### src/rtl/pipe_pkg.sv
// Shared pipeline definitions for the PC generation stage: FSM state type,
// sequential step size and the flush-counter width.
package pipe_pkg;

    typedef enum logic [1:0] {
        BOOT  = 2'd0,
        RUN   = 2'd1,
        FLUSH = 2'd2,
        HALT  = 2'd3
    } pc_state_t;

    localparam logic [31:0] PC_STEP     = 32'd4;
    localparam int unsigned FLUSH_CTR_W = 3;

    // Instruction fetch is word-granular, so the low two address bits are dropped.
    function automatic logic [31:0] align_word(input logic [31:0] addr);
        return {addr[31:2], 2'b00};
    endfunction

endpackage

### src/rtl/flush_ctr.sv
// Loadable down-counter that times the squash window following a redirect.
// The squash flag freezes while the pipeline is held, but the count keeps running.
module flush_ctr
    import pipe_pkg::*;
#(
    parameter int unsigned LOAD_VALUE = 2
) (
    input  logic                   clk,
    input  logic                   rst,
    input  logic                   load_i,
    input  logic                   hold_i,
    input  logic                   clear_i,
    output logic [FLUSH_CTR_W-1:0] count_o,
    output logic                   squash_o
);

    localparam logic [FLUSH_CTR_W-1:0] LoadCount = FLUSH_CTR_W'(LOAD_VALUE);

    logic [FLUSH_CTR_W-1:0] count_q, count_d;
    logic                   squash_q, squash_d;

    always_comb begin
        count_d  = count_q;
        squash_d = squash_q;
        if (clear_i) begin
            count_d  = '0;
            squash_d = 1'b0;
        end else if (load_i) begin
            count_d  = LoadCount;
            squash_d = 1'b1;
        end else begin
            if (count_q != '0) begin
                count_d = count_q - FLUSH_CTR_W'(1);
            end
            // Squash stays up while the count is above one, i.e. for LOAD_VALUE slots.
            if (!hold_i) begin
                squash_d = (count_q > FLUSH_CTR_W'(1));
            end
        end
    end

    always_ff @(posedge clk or posedge rst) begin
        if (rst) begin
            count_q  <= '0;
            squash_q <= 1'b0;
        end else begin
            count_q  <= count_d;
            squash_q <= squash_d;
        end
    end

    assign count_o  = count_q;
    assign squash_o = squash_q;

endmodule

### src/rtl/pc_gen.sv
// Program-counter generation stage feeding fetch: increment, stall, redirect and squash timing.
// Optional misaligned-redirect trap is enabled by defining PC_MISALIGN_TRAP_EN.
module pc_gen
    import pipe_pkg::*;
#(
    parameter logic [31:0] RESET_VECTOR = 32'h0000_0000,
    parameter int unsigned FLUSH_CYCLES = 2
) (
    input  logic        clk,
    input  logic        rst,
    input  logic        stall_in,
    input  logic        redirect_valid,
    input  logic [31:0] redirect_target,
    output logic [31:0] pc,
    output logic        fetch_pipeline_ctl_out,
    output logic        pc_valid_out,
    output logic        squash_out,
    output logic        misalign_err
);

    pc_state_t              state_q, state_d;
    logic [31:0]            pc_q, pc_d;
    logic                   valid_q, valid_d;
    logic                   ctr_load, ctr_clear;
    logic [FLUSH_CTR_W-1:0] flush_count;
    logic                   squash;
    logic [31:0]            redirect_pc;

`ifdef PC_MISALIGN_TRAP_EN
    logic misalign_q, misalign_set;
    logic target_misaligned;

    // A bad target is kept as-is so a debugger can see where control went.
    assign redirect_pc       = redirect_target;
    assign target_misaligned = |redirect_target[1:0];
`else
    logic unused_target_lsbs;

    assign redirect_pc        = align_word(redirect_target);
    assign unused_target_lsbs = ^redirect_target[1:0];
`endif

    always_comb begin
        state_d   = state_q;
        pc_d      = pc_q;
        valid_d   = valid_q;
        ctr_load  = 1'b0;
        ctr_clear = 1'b0;
`ifdef PC_MISALIGN_TRAP_EN
        misalign_set = 1'b0;
`endif
        case (state_q)
            BOOT: begin
                state_d = RUN;
            end
            RUN, FLUSH: begin
                if (redirect_valid) begin
                    pc_d    = redirect_pc;
                    valid_d = 1'b0;
`ifdef PC_MISALIGN_TRAP_EN
                    if (target_misaligned) begin
                        state_d      = HALT;
                        ctr_clear    = 1'b1;
                        misalign_set = 1'b1;
                    end else begin
                        state_d  = FLUSH;
                        ctr_load = 1'b1;
                    end
`else
                    state_d  = FLUSH;
                    ctr_load = 1'b1;
`endif
                end else begin
                    if (!stall_in) begin
                        pc_d    = pc_q + PC_STEP;
                        valid_d = 1'b1;
                    end
                    // Leave FLUSH on the edge where the counter steps down to one.
                    if (state_q == FLUSH && flush_count <= FLUSH_CTR_W'(2)) begin
                        state_d = RUN;
                    end
                end
            end
            HALT: begin
                valid_d   = 1'b0;
                ctr_clear = 1'b1;
            end
            default: begin
                state_d = BOOT;
            end
        endcase
    end

    always_ff @(posedge clk or posedge rst) begin
        if (rst) begin
            state_q <= BOOT;
            pc_q    <= RESET_VECTOR;
            valid_q <= 1'b0;
        end else begin
            state_q <= state_d;
            pc_q    <= pc_d;
            valid_q <= valid_d;
        end
    end

`ifdef PC_MISALIGN_TRAP_EN
    always_ff @(posedge clk or posedge rst) begin
        if (rst) begin
            misalign_q <= 1'b0;
        end else if (misalign_set) begin
            misalign_q <= 1'b1;
        end
    end

    assign misalign_err = misalign_q;
`else
    assign misalign_err = 1'b0;
`endif

    flush_ctr #(
        .LOAD_VALUE(FLUSH_CYCLES)
    ) u_flush_ctr (
        .clk      (clk),
        .rst      (rst),
        .load_i   (ctr_load),
        .hold_i   (stall_in),
        .clear_i  (ctr_clear),
        .count_o  (flush_count),
        .squash_o (squash)
    );

    assign pc                     = pc_q;
    assign pc_valid_out           = valid_q;
    assign squash_out             = squash;
    assign fetch_pipeline_ctl_out = (state_q == RUN || state_q == FLUSH) && !stall_in;

endmodule

### config.mk
export PLATFORM = sky130hd
export DESIGN_NAME = pc_gen
export DESIGN_NICKNAME = d
export VERILOG_FILES = /design/src/rtl/pipe_pkg.sv /design/src/rtl/flush_ctr.sv /design/src/rtl/pc_gen.sv
export SDC_FILE = /design/constraint.sdc
export NUM_CORES = 1
export LEC_CHECK = 0
export ABC_AREA = 1
export CELL_PAD_IN_SITES_DETAIL_PLACEMENT = 0
export CELL_PAD_IN_SITES_GLOBAL_PLACEMENT = 2
export CORE_ASPECT_RATIO = 0.75
export CORE_UTILIZATION = 28
export DETAILED_ROUTE_END_ITERATION = 8
export PLACE_DENSITY = 0.82
export SLEW_MARGIN = 15
export SYNTH_ARGS = -nofsm -noshare
export SYNTH_HDL_FRONTEND = slang
export SYNTH_SLANG_ARGS = --single-unit
### constraint.sdc
create_clock -name clk -period 4.9 [get_ports clk]
set_input_delay 0.98 -clock clk [delete_from_list [all_inputs] [get_ports clk]]
set_output_delay 0.98 -clock clk [all_outputs]
set_load 0.03 [all_outputs]
== Yosys cells after proc, flatten, opt, wreduce, memory -nomap -nowiden ==
Cells that the tools add are included.

* Input port bits: 36
* Output and inout port bits: 36
* Bits in registers: 39

* Reductions and logical operators: 13
* Multiplexer cells: 17
* Add/subtract/negate cells: 2
* Order comparisons: 2
* Equality and inequality tests: 7

{| class="wikitable"
|+ Operators with widths
! cell !! count
|-
| 32-bit two-way mux || 2
|-
| 32-bit by 3-bit adder with 32-bit output, second input constant || 1
|-
| 3-bit two-way mux || 3
|-
| 1-bit two-way mux || 8
|-
| 3-bit != test, second input constant || 2
|-
| 2-bit AND reduction || 3
|-
| 3-bit nonzero test || 2
|-
| 2-bit equality test, second input constant || 2
|-
| 2-bit two-way mux || 2
|-
| 2-bit one-hot mux with 2 select lines || 1
|-
| 2-bit nonzero test || 2
|-
| 3-bit by 1-bit > comparator with 1-bit output, second input constant || 1
|-
| 3-bit by 2-bit less-or-equal comparator with 1-bit output, second input constant || 1
|-
| 3-bit by 1-bit != test with 1-bit output, second input constant || 1
|-
| 3-bit by 1-bit subtractor with 3-bit output, second input constant || 1
|-
| 2-bit by 1-bit equality test with 1-bit output, second input constant || 1
|-
| 1-bit logical AND || 2
|-
| 2-bit zero test || 1
|-
| 2-bit by 1-bit != test with 1-bit output, second input constant || 1
|-
| 1-bit one-hot mux with 2 select lines || 1
|-
| 2-bit OR reduction || 1
|-
| 1-bit zero test || 1
|-
| 1-bit logical OR || 1
|}

== Longest topological paths before layout ==
Gate-level depths: netlist of the first run.

* Depth in word-level cells: 5
* Mapped depth: 11
* Depth with buffers taken out: 10

== By module ==
A second synthesis of the first run with hierarchy kept.

* Cell total of the unflattened synthesis: 446
* Area total of the unflattened synthesis: 2821.5 sq um

{| class="wikitable"
|+ Modules (own cells, without submodules)
! module !! times used !! area each (sq um) !! cells each
|-
| pc_gen || 1 || 2558.7 || 413
|-
| flush_ctr || 1 || 262.8 || 33
|}

== Least setup slack after synthesis of the first run ==
Ideal clock, no wire load.

* Kind: input-to-output
* From: input stall_in
* To: output fetch_pipeline_ctl_out
* Slack: 2.697 ns
* Data required time: 3.920 ns
* Buffers on the path: 0
* Stages on the path: 1
* Arrival time: 1.223 ns
* Cells stage by stage: nor2_4

* Cells in the longest elaborated chain, start to end: 2

{| class="wikitable"
|+ RTL lines
! what !! line !! source
|-
| start: declaration || pc_gen.sv:11 || <nowiki>input logic stall_in,</nowiki>
|-
| 1-bit zero test || n/a ||
|-
| 1-bit logical AND || pc_gen.sv:135 || <nowiki>assign fetch_pipeline_ctl_out = (state_q == RUN || state_q == FLUSH) && !stall_in;</nowiki>
|-
| end: declaration || pc_gen.sv:15 || <nowiki>output logic fetch_pipeline_ctl_out,</nowiki>
|}

No other way between the ends.

== Worst setup path in the final report of the first run ==
Ends and elaborated chain as after synthesis.

==> impl_results.md, run 1 <==
- Status: finished, final reports clean
- Row Count: 31
- Reg2reg end: pc[6]$_DFFE_PP0P_
- Post-synth ARST share: 100%
- H-tree depth: 2
- Die W: 118 µm
- WL per Instance: 13.3 µm
- CTS root buffer: clkbuf_16
- Clock transition at path regs: 0.06 ns
- Setup clock skew after layout: 0.00632 ns
- Commonest non-fill, non-tap cell in the layout: nand2_1
- Max Cap Violations: 0
- Setup TNS: 0 ns
- CP max FO: 4
- Core box area: 0.00970 mm²
- Critical path's slowest cell: clkdlybuf4s50_1
- Initial Util: 28.9%
- Vias in the first global route: 2,623
- Worst path cell trace: clkdlybuf4s50_1, nor2_4, clkdlybuf4s50_1
- Max IR drop VDD: 0.000242 V
- First-pass GRT wire length: 13.7 mm
- CP Buf/Inv Count: 2
- Minimum clock period: 3.35 ns
- Share of layout cells above drive strength 1: 5.80%
- Placed Area: 0.00357 mm²
- Sequential area share after synthesis: 33.1%
- Worst path max stage delay: 0.70 ns
- Vias: 2,848
- Pwr dens: 680 mW/mm²
- Largest net degree at the start of global routing: 42
- Number of port buffers: 66
- Die area: 0.0104 mm²
- Hold endpoint: pc_valid_out$_DFFE_PP0P_
- Via/cell ratio: 4.51
- Critical Path Sink Type: output port
- Clock latency on the worst-skew pair: 0.28 ns
- Post-route DRC: 0
- Post-CTS Setup Inserts: 0
- Relative slew slack: 38.3%
- Post-CTS Hold Fix Bufs: 0
- Antenna-violating nets left: 0
- Synth warn: 0
- CTS tree: yes
- Arrival @ worst endpoint: 2.37 ns
- Worst r2r src: state_q[0]$_DFFE_PP0P_
- Syn Std Cell Area: 0.00280 mm²
- Most Frequent Cell on Critical Path: clkdlybuf4s50_1
- Max clock buf depth: 2
- Cell family with most CP delay: buffers and inverters
- Post-synth EDFFs: 0
- P&R area growth vs syn: 33.5%
- Final Max Tran Viols: 0
- CTS buffer count: 5
- Crit path launch type: input port
- #FFs+latches synth: 37
- Clk sinks: 37
- Hold Slack: 0.533 ns
- Ant diodes: 0
- Hold depth: 2
- Distinct cells, synth: 36
- Worst slew pin tran: 0.924 ns
- Total GRT Usage: 16.8%
- Hold Fails Final Rpt: 0
- Post-CTS Resized: 0
- Reg2Reg Setup Slack: 2.33 ns
- Pre-antenna DRT Iters: 4
- Worst Path Required: 3.92 ns
- Max Clk Rate: 299 MHz
- DR iter-0 viols: 171
- Type of the worst min-delay path: register to register
- Reg2reg path depth: 10
- Crit Path Category: input port to output port
- Initial antenna violation count: 0
- Syn Inst Count: 437
- # IOs: 72
- Grt ovf: 0
- HP Start: pc_valid_out$_DFFE_PP0P_
- Most frequent cells in the layout: nand2_1 (135), nor2_1 (74), clkdlybuf4s50_1 (66)
- Final #Nets: 543
- Final WL: 8.41 mm
- Final setup vio count: 0
- Die height: 88.6 µm
- Unrepaired setup endpoints after global routing: no
- Dpl hpwl: 6.18 mm
- Final instance area: 0.00374 mm²
- Mapped Avg Cell Area: 6.41 µm²
- Synth Flop Type: dfrtp_1
- RePlAce Congestion: 0.814
- Final period util: 68.3%
- Leakage Power: 1.69 nW
## cells by family (layout without fill, tap and decap cells)
group	after synthesis	count (layout)	synth area share, %
other	1	3	0.134
flip-flops	37	37	33.1
XOR/XNOR	3	3	0.938
AND/OR/NAND/NOR	265	265	40.5
buffers and inverters	67	128	10.0
adder cells (fa/ha/maj)	8	8	3.57
AO/OA/AOI/OAI	56	56	11.7
## registers in the layout (all words and copies together) (netlist names)
signal,cells
pc_valid_out,1
u_flush_ctr.count_o,3
pc,30
state_q,2
u_flush_ctr.squash_o,1
## stage by stage
stage	util, %	instances	worst slack [ns]	power (mW)
6_report	38.6	632	1.55	2.54
5_1_grt	38.6	632	1.51	2.77
4_1_cts	38.6	632	1.55	2.57
3_5_place_dp	36.8	624	1.42	2.17
3_3_place_gp	36.8	624	1.47	2.15
2_1_floorplan	-	439	2.70	1.66
## final cells by class
| type | count | area (µm²) |
|---|---|---|
| well taps | 132 | 165 |
| clock buffers | 7 | 143 |
| repair buffers | 69 | 683 |
| clock inverters | 1 | 30.0 |
| multi-input cells | 335 | 1600 |
| fillers | 1035 | 5960 |
| inverters | 51 | 191 |
| flip-flops and latches | 37 | 926 |
## routing by layer
metal / up-vias / global-route usage [%] / part of all wire, %
met3: 4 / 2.84 / 3.7
met4: 0 / 2.45 / 0.65
met1: 1289 / 24.9 / 54
met2: 55 / 26.2 / 42
met5: - / 0 / 0
li1: 1500 / - / -
## Yosys cell counts, drive strengths merged, types with 2 or more instances
master / instances / area, µm²
ha: 8 / 100
dfrtp: 37 / 926
inv: 50 / 188
o22ai: 5 / 31.3
a22oi: 2 / 15.0
a31oi: 2 / 12.5
buf: 12 / 75.1
clkbuf: 4 / 15.0
nand3: 33 / 165
and2: 3 / 18.8
o211ai: 2 / 15.0
nor3: 3 / 15.0
a21oi: 11 / 55.1
xnor2: 2 / 17.5
nand2: 141 / 554
nor2: 84 / 375
o21ai: 25 / 125
o21bai: 2 / 15.0
## tightest hold or removal path, stage by stage, from the launching register on
cell and delay [ns]:
dfrtp_1 0.35, nand3_1 0.08, o31ai_1 0.06
## report_power, final
part / total, mW / leakage [nW] / internal [mW] / switching [mW]
sequential: 0.694 / 0.439 / 0.465 / 0.229
clock: 0.382 / 0.0841 / 0.254 / 0.127
combinational: 1.47 / 1.17 / 0.548 / 0.917
## how the worst max path moves through the flow
stage                        start                endpoint  slack (ns)  depth (start not counted)
global placement    redirect_valid       pc[6]$_DFFE_PP0P_        1.47                         10
CTS                       stall_in  fetch_pipeline_ctl_out        1.55                          3
finish                    stall_in  fetch_pipeline_ctl_out        1.55                          3
floorplan                 stall_in  fetch_pipeline_ctl_out        2.70                          1
detailed placement  redirect_valid       pc[6]$_DFFE_PP0P_        1.42                         10
global route        redirect_valid       pc[6]$_DFFE_PP0P_        1.51                         10
Power figures use the tool's default switching activity.
==> inputs of run 2 (changes only) <==
--- a/config.mk
+++ b/config.mk
@@ -9,9 +9,9 @@
 export CELL_PAD_IN_SITES_DETAIL_PLACEMENT = 0
 export CELL_PAD_IN_SITES_GLOBAL_PLACEMENT = 2
 export CORE_ASPECT_RATIO = 0.75
-export CORE_UTILIZATION = 28
+export CORE_UTILIZATION = 26
 export DETAILED_ROUTE_END_ITERATION = 8
-export PLACE_DENSITY = 0.82
+export PLACE_DENSITY = 0.77
 export SLEW_MARGIN = 15
 export SYNTH_ARGS = -nofsm -noshare
 export SYNTH_HDL_FRONTEND = slang
==> constraint.sdc (replaced) <==
create_clock -name clk -period 3.4 [get_ports clk]
set_input_delay 0.68 -clock clk [delete_from_list [all_inputs] [get_ports clk]]
set_output_delay 0.68 -clock clk [all_outputs]
set_load 0.03 [all_outputs]
==> impl_results.md, run 2 (same netlist as run 1, synthesis figures left out) <==
- Combinational share of power: 57.7% (about the same)
- Setup clock skew after layout: 0.00855 ns (+0.00223 ns)
- Clock power share: 15.3% (+0.3 points)
- P_int: 1.83 mW (+45%)
- Type of the worst min-delay path: register to register
- Arrival @ worst endpoint: 2.07 ns (-0.30 ns)
- Vias in the first global route: 2,795 (+6.6%)
- Grt ovf: 0 (unchanged)
- Hold Fails Final Rpt: 0 (unchanged)
- Worst path cell trace: clkdlybuf4s50_1, nor2_4, clkdlybuf4s50_1
- DR iter-0 viols: 145 (-15%)
- Largest net degree at the start of global routing: 38 (-9.5%)
- Antenna-violating nets left: 0 (unchanged)
- Commonest non-fill, non-tap cell in the layout: nand2_1
- Unrepaired setup endpoints after global routing: no
- Final setup vio count: 0 (unchanged)
- Initial antenna violation count: 0 (unchanged)
- Clock transition at path regs: 0.07 ns (about the same)
- Die area: 0.0112 mm² (+7.5%)
- Total GRT Usage: 16.9% (+0.078 points)
- P&R area growth vs syn: 34.3%
- Net Sw Power: 1.85 mW (+46%)
- Post-CTS Setup Inserts: 0 (unchanged)
- Final WL: 8.68 mm (+3.2%)
- Max clock buf depth: 2 (unchanged)
- H-tree depth: 2 (unchanged)
- Most frequent cells in the layout: nand2_1 (135), nor2_1 (74), clkdlybuf4s50_1 (66)
- Worst slew pin tran: 0.523 ns (-0.401 ns)
- Setup TNS: 0 ns (unchanged)
- Max IR drop VDD: 0.000258 V (+6.8%)
- Critical Path Sink Type: output port
- Die height: 91.9 µm (+3.7%)
- Row Count: 32 (+3.2%)
- # IOs: 72 (unchanged)
- Dpl hpwl: 6.48 mm (+4.9%)
- Worst path max stage delay: 0.70 ns (about the same)
- Clock latency on the worst-skew pair: 0.28 ns (about the same)
- Final #Nets: 545 (+0.37%)
- Post-Layout Cell Count: 638 (+0.95%)
- Max Clk Rate: 363 MHz
- Pwr dens: 980 mW/mm² (+44%)
- Placed Area: 0.00359 mm² (+0.56%)
- Max FFs per register: 30 (unchanged)
- WL per Instance: 13.6 µm (+2.2%)
- Core box area: 0.0104 mm² (+6.9%)
- Relative slew slack: 65.2% (+27 points)
- Max Cap Violations: 0 (unchanged)
- Number of port buffers: 66 (unchanged)
- Post-CTS Resized: 0 (unchanged)
- Sequential Power Share: 26.9% (-0.4 points)
- Status: finished, final reports clean
- Via/cell ratio: 4.50 (-0.24%)
- Clk sinks: 37 (unchanged)
- Leakage Power: 1.70 nW (+0.50%)
- Post-CTS Hold Fix Bufs: 0 (unchanged)
- Pre-antenna DRT Iters: 4 (unchanged)
- CTS tree: yes
- CTS buffer count: 5 (unchanged)
- Crit path launch type: input port
- CP max FO: 4 (unchanged)
- Final Max Tran Viols: 0 (unchanged)
- Share of layout cells above drive strength 1: 6.37% (+0.57 points)
- Vias: 2,868 (+0.70%)
- Critical path's slowest cell: clkdlybuf4s50_1
- Final instance area: 0.00376 mm² (+0.64%)
- Most Frequent Cell on Critical Path: clkdlybuf4s50_1
- Ant diodes: 0 (unchanged)
- Crit Path Category: input port to output port
- Switching portion of total power: 50.3% (+0.14 points)
- Minimum clock period: 2.75 ns
- Cell family with most CP delay: buffers and inverters
- CTS root buffer: clkbuf_16
- First-pass GRT wire length: 14.7 mm (+7.3%)
- Final period util: 80.9%
- Die W: 122 µm (+3.7%)
- CP Buf/Inv Count: 2 (unchanged)
- RePlAce Congestion: 0.815 (+0.11%)
- Worst Path Required: 2.72 ns (-1.20 ns)
- Placed cell count: 630 (+0.96%)
- Post-route DRC: 0 (unchanged)
- Initial Util: 27.0% (-1.9 points)
==> run 2: worst reg2reg max path: cells and delay by family (launching register included) <==
kind                       cells  cell delay, ns
adders and majority gates      1            0.33
AOI/OAI and AO/OA              2            0.18
buffers and inverters          4            0.66
and+or+nand+nor                3            0.44
DFF                            1            0.39
==> run 2: cell type report <==
type                            instances  area (µm²)
Fill cell                            1098        6610
Multi-Input combinational cell        335        1600
Sequential cell                        37         926
Timing Repair Buffer                   71         698
Inverter                               51         191
Tap cell                              136         170
Clock buffer                            6         139
Clock inverter                          2        37.5
==> run 2: routing by layer <==
layer	global-route usage, %	wire length (µm)	vias to the layer above
li1	-	-	1502
met1	24.9	4550	1304
met2	25.5	3600	57
met3	2.92	468	5
met4	3.40	59	0
met5	0	0	-
==> run 2: power by group through the flow <==
| stage | Sequential [mW] | Combinational (mW) | Clock, mW |
|---|---|---|---|
| after floorplan | 1.27 | 1.13 | 0 |
| after global placement | 1.00 | 2.13 | 0 |
| after detailed placement | 1.00 | 2.14 | 0 |
| after CTS | 0.997 | 2.15 | 0.579 |
| after global routing | 1.04 | 2.39 | 0.593 |
| final | 0.994 | 2.13 | 0.565 |
==> run 2: stage by stage <==
| stage | util (%) | hold slack (ns) | total power, mW | setup WS, ns |
|---|---|---|---|---|
| 3_3_place_gp | 34.6 | 0.518 | 3.13 | 0.657 |
| 4_1_cts | 36.3 | 0.540 | 3.73 | 0.623 |
| 5_1_grt | 36.3 | 0.556 | 4.02 | 0.546 |
| 3_5_place_dp | 34.6 | 0.520 | 3.15 | 0.633 |
| 2_1_floorplan | - | 0.530 | 2.40 | 1.64 |
| 6_report | 36.3 | 0.533 | 3.69 | 0.649 |
==> run 2: path summary, 6_finish.rpt <==
check | startpoint | end | slack, ns | cells past startpoint
max | stall_in | fetch_pipeline_ctl_out | 0.65 | 3
min | pc[31]$_DFFE_PP0P_ | pc[31]$_DFFE_PP0P_ | 0.53 | 2
max reg2reg | state_q[1]$_DFFE_PP0P_ | pc[13]$_DFFE_PP0P_ | 1.36 | 10
min reg2reg | pc[31]$_DFFE_PP0P_ | pc[31]$_DFFE_PP0P_ | 0.53 | 2
max in group asynchronous | rst | pc[26]$_DFFE_PP0P_ | 2.19 | 3
min in group asynchronous | rst | pc[3]$_DFFE_PP0P_ | 0.84 | 3
==> inputs of run 3 (changes only) <==
--- a/config.mk
+++ b/config.mk
@@ -9,9 +9,9 @@
 export CELL_PAD_IN_SITES_DETAIL_PLACEMENT = 0
 export CELL_PAD_IN_SITES_GLOBAL_PLACEMENT = 2
 export CORE_ASPECT_RATIO = 0.75
-export CORE_UTILIZATION = 26
+export CORE_UTILIZATION = 23
 export DETAILED_ROUTE_END_ITERATION = 8
-export PLACE_DENSITY = 0.77
+export PLACE_DENSITY = 0.72
 export SLEW_MARGIN = 15
 export SYNTH_ARGS = -nofsm -noshare
 export SYNTH_HDL_FRONTEND = slang
==> constraint.sdc (replaced) <==
create_clock -name clk -period 2.5 [get_ports clk]
set_input_delay 0.5 -clock clk [delete_from_list [all_inputs] [get_ports clk]]
set_output_delay 0.5 -clock clk [all_outputs]
set_load 0.03 [all_outputs]
==> impl_results.md, run 3 (same netlist as run 1, synthesis figures left out) <==
- Die area: 0.0126 mm² (+13%)
- Filler cells: 1,299 (+18%)
- Clock transition at path regs: 0.06 ns (about the same)
- Antenna-violating nets left: 0 (unchanged)
- Pre-antenna DRT Iters: 6 (+2)
- Clock latency on the worst-skew pair: 0.29 ns (about the same)
- Worst Path Required: 2.00 ns (-0.72 ns)
- Arrival @ worst endpoint: 1.77 ns (-0.30 ns)
- Crit Path Category: register to output port
- Die height: 97.6 µm (+6.2%)
- Ant diodes: 0 (unchanged)
- Core box area: 0.0117 mm² (+13%)
- HP Start: pc_valid_out$_DFFE_PP0P_
- Storage element area: 926 µm² (unchanged)
- Hold endpoint: pc_valid_out$_DFFE_PP0P_
- Max FFs per register: 30 (unchanged)
- Worst path max stage delay: 0.42 ns (-0.28 ns)
- Max IR drop VDD: 0.000354 V (+37%)
- Type of the worst min-delay path: register to register
- Vias: 2,862 (-0.21%)
- Max Clk Rate: 441 MHz
- Largest net degree at the start of global routing: 38 (unchanged)
- Critical Path Sink Type: output port
- Reg2Reg Setup Slack: 0.61 ns (-0.75 ns)
- Final Max Tran Viols: 0 (unchanged)
- Post-CTS Setup Inserts: 0 (unchanged)
- Total GRT Usage: 14.8% (-2.1 points)
- Final instance area: 0.00379 mm² (+0.66%)
- Max Cap Violations: 0 (unchanged)
- Pwr dens: 1310 mW/mm² (+34%)
- P&R area growth vs syn: 35.2%
- Hold depth: 2 (unchanged)
- Worst slew pin tran: 0.544 ns (+0.0210 ns)
- DR iter-0 viols: 192 (+32%)
- WL per Instance: 13.4 µm (-1.8%)
- Worst r2r src: state_q[1]$_DFFE_PP0P_
- Hold Fails Final Rpt: 0 (unchanged)
- Post-CTS Resized: 1 (+1)
- Placed Area: 0.00365 mm² (+1.7%)
- RePlAce Congestion: 0.782 (-4.0%)
- Post-CTS Hold Fix Bufs: 0 (unchanged)
- Worst path cell trace: inv_1, ha_1, inv_1, nor2_4, dlygate4sd2_1
- Max clock buf depth: 2 (unchanged)
- # IOs: 72 (unchanged)
- CTS tree: yes
- Relative slew slack: 63.8% (-1.4 points)
- Final WL: 8.89 mm (+2.3%)
- Hold Slack: 0.530 ns (-0.00274 ns)
- Critical path's slowest cell: dlygate4sd2_1
- CP max FO: 4 (unchanged)
- H-tree depth: 2 (unchanged)
- CTS root buffer: clkbuf_16
- Commonest non-fill, non-tap cell in the layout: nand2_1
- Number of port buffers: 66 (unchanged)
- Crit path launch type: register
- Reg2reg end: pc[7]$_DFFE_PP0P_
- Leakage Power: 1.70 nW (+0.25%)
- Row Count: 34 (+6.3%)
- Post-route DRC: 0 (unchanged)
- Share of layout cells above drive strength 1: 6.36% (-0.013 points)
- Most Frequent Cell on Critical Path: inv_1
- Unrepaired setup endpoints after global routing: no
- Setup TNS: 0 ns (unchanged)
- Status: finished, final reports clean
- First-pass GRT wire length: 14.4 mm (-2.3%)
- Power, Total: 4.98 mW (+35%)
- Reg2reg path depth: 8 (-2)
- Grt ovf: 0 (unchanged)
- Die W: 129 µm (+6.2%)
- Final period util: 90.7%
- CTS buffer count: 5 (unchanged)
- Initial antenna violation count: 0 (unchanged)
- Via/cell ratio: 4.30 (-4.3%)
- Final setup vio count: 0 (unchanged)
- Setup clock skew after layout: 0.0106 ns (+0.00201 ns)
- Initial Util: 23.9% (-3.2 points)
- Area of the multi-input gates: 0.00160 mm² (unchanged)
- Vias in the first global route: 2,740 (-2.0%)
- Minimum clock period: 2.27 ns
- Most frequent cells in the layout: nand2_1 (135), nor2_1 (74), clkdlybuf4s50_1 (65)
- Clk sinks: 37 (unchanged)
- Final #Nets: 547 (+0.37%)
- Dpl hpwl: 6.77 mm (+4.5%)
[run 3: area by class of cell]
type / count / share of cell area (%)
Multi-Input combinational cell: 335 / 42.3
Timing Repair Buffer: 73 / 19.1
Tap cell: 162 / 5.35
Sequential cell: 37 / 24.4
Clock buffer: 7 / 3.76
Inverter: 51 / 5.05
[run 3: routing by layer]
metal,global-route usage [%],part of all wire (%)
met5,0,0
met4,3.13,0.63
met3,2.97,4.0
met2,21.7,41
met1,22.1,55
[run 3: power by group]
part	internal (mW)	switching (mW)	leakage, nW
logic	1.13	1.84	1.19
clock network	0.393	0.259	0.0700
registers	0.911	0.450	0.439
[run 3: metrics by stage]
stage | setup slack, ns | cells | util, %
after floorplan | 0.809 | 439 | -
final | 0.231 | 665 | 32.3
after detailed placement | 0.122 | 658 | 31.1
after CTS | 0.218 | 665 | 32.3
after global placement | 0.131 | 658 | 31.1
after global routing | 0.102 | 665 | 32.3
[run 3: how the worst max path moves through the flow]
stage | start | endpoint
finish | state_q[1]$_DFFE_PP0P_ | fetch_pipeline_ctl_out
floorplan | state_q[1]$_DFFE_PP0P_ | pc[9]$_DFFE_PP0P_
detailed placement | stall_in | fetch_pipeline_ctl_out
global route | state_q[1]$_DFFE_PP0P_ | fetch_pipeline_ctl_out
global placement | stall_in | fetch_pipeline_ctl_out
CTS | state_q[1]$_DFFE_PP0P_ | fetch_pipeline_ctl_out
[run 3: critical path, delay by kind of cell, from the launching register on]
family	cells	cell delay [ns]
buf+inv	3	0.60
flops	1	0.39
fa+ha+maj	1	0.35
simple gates	1	0.16
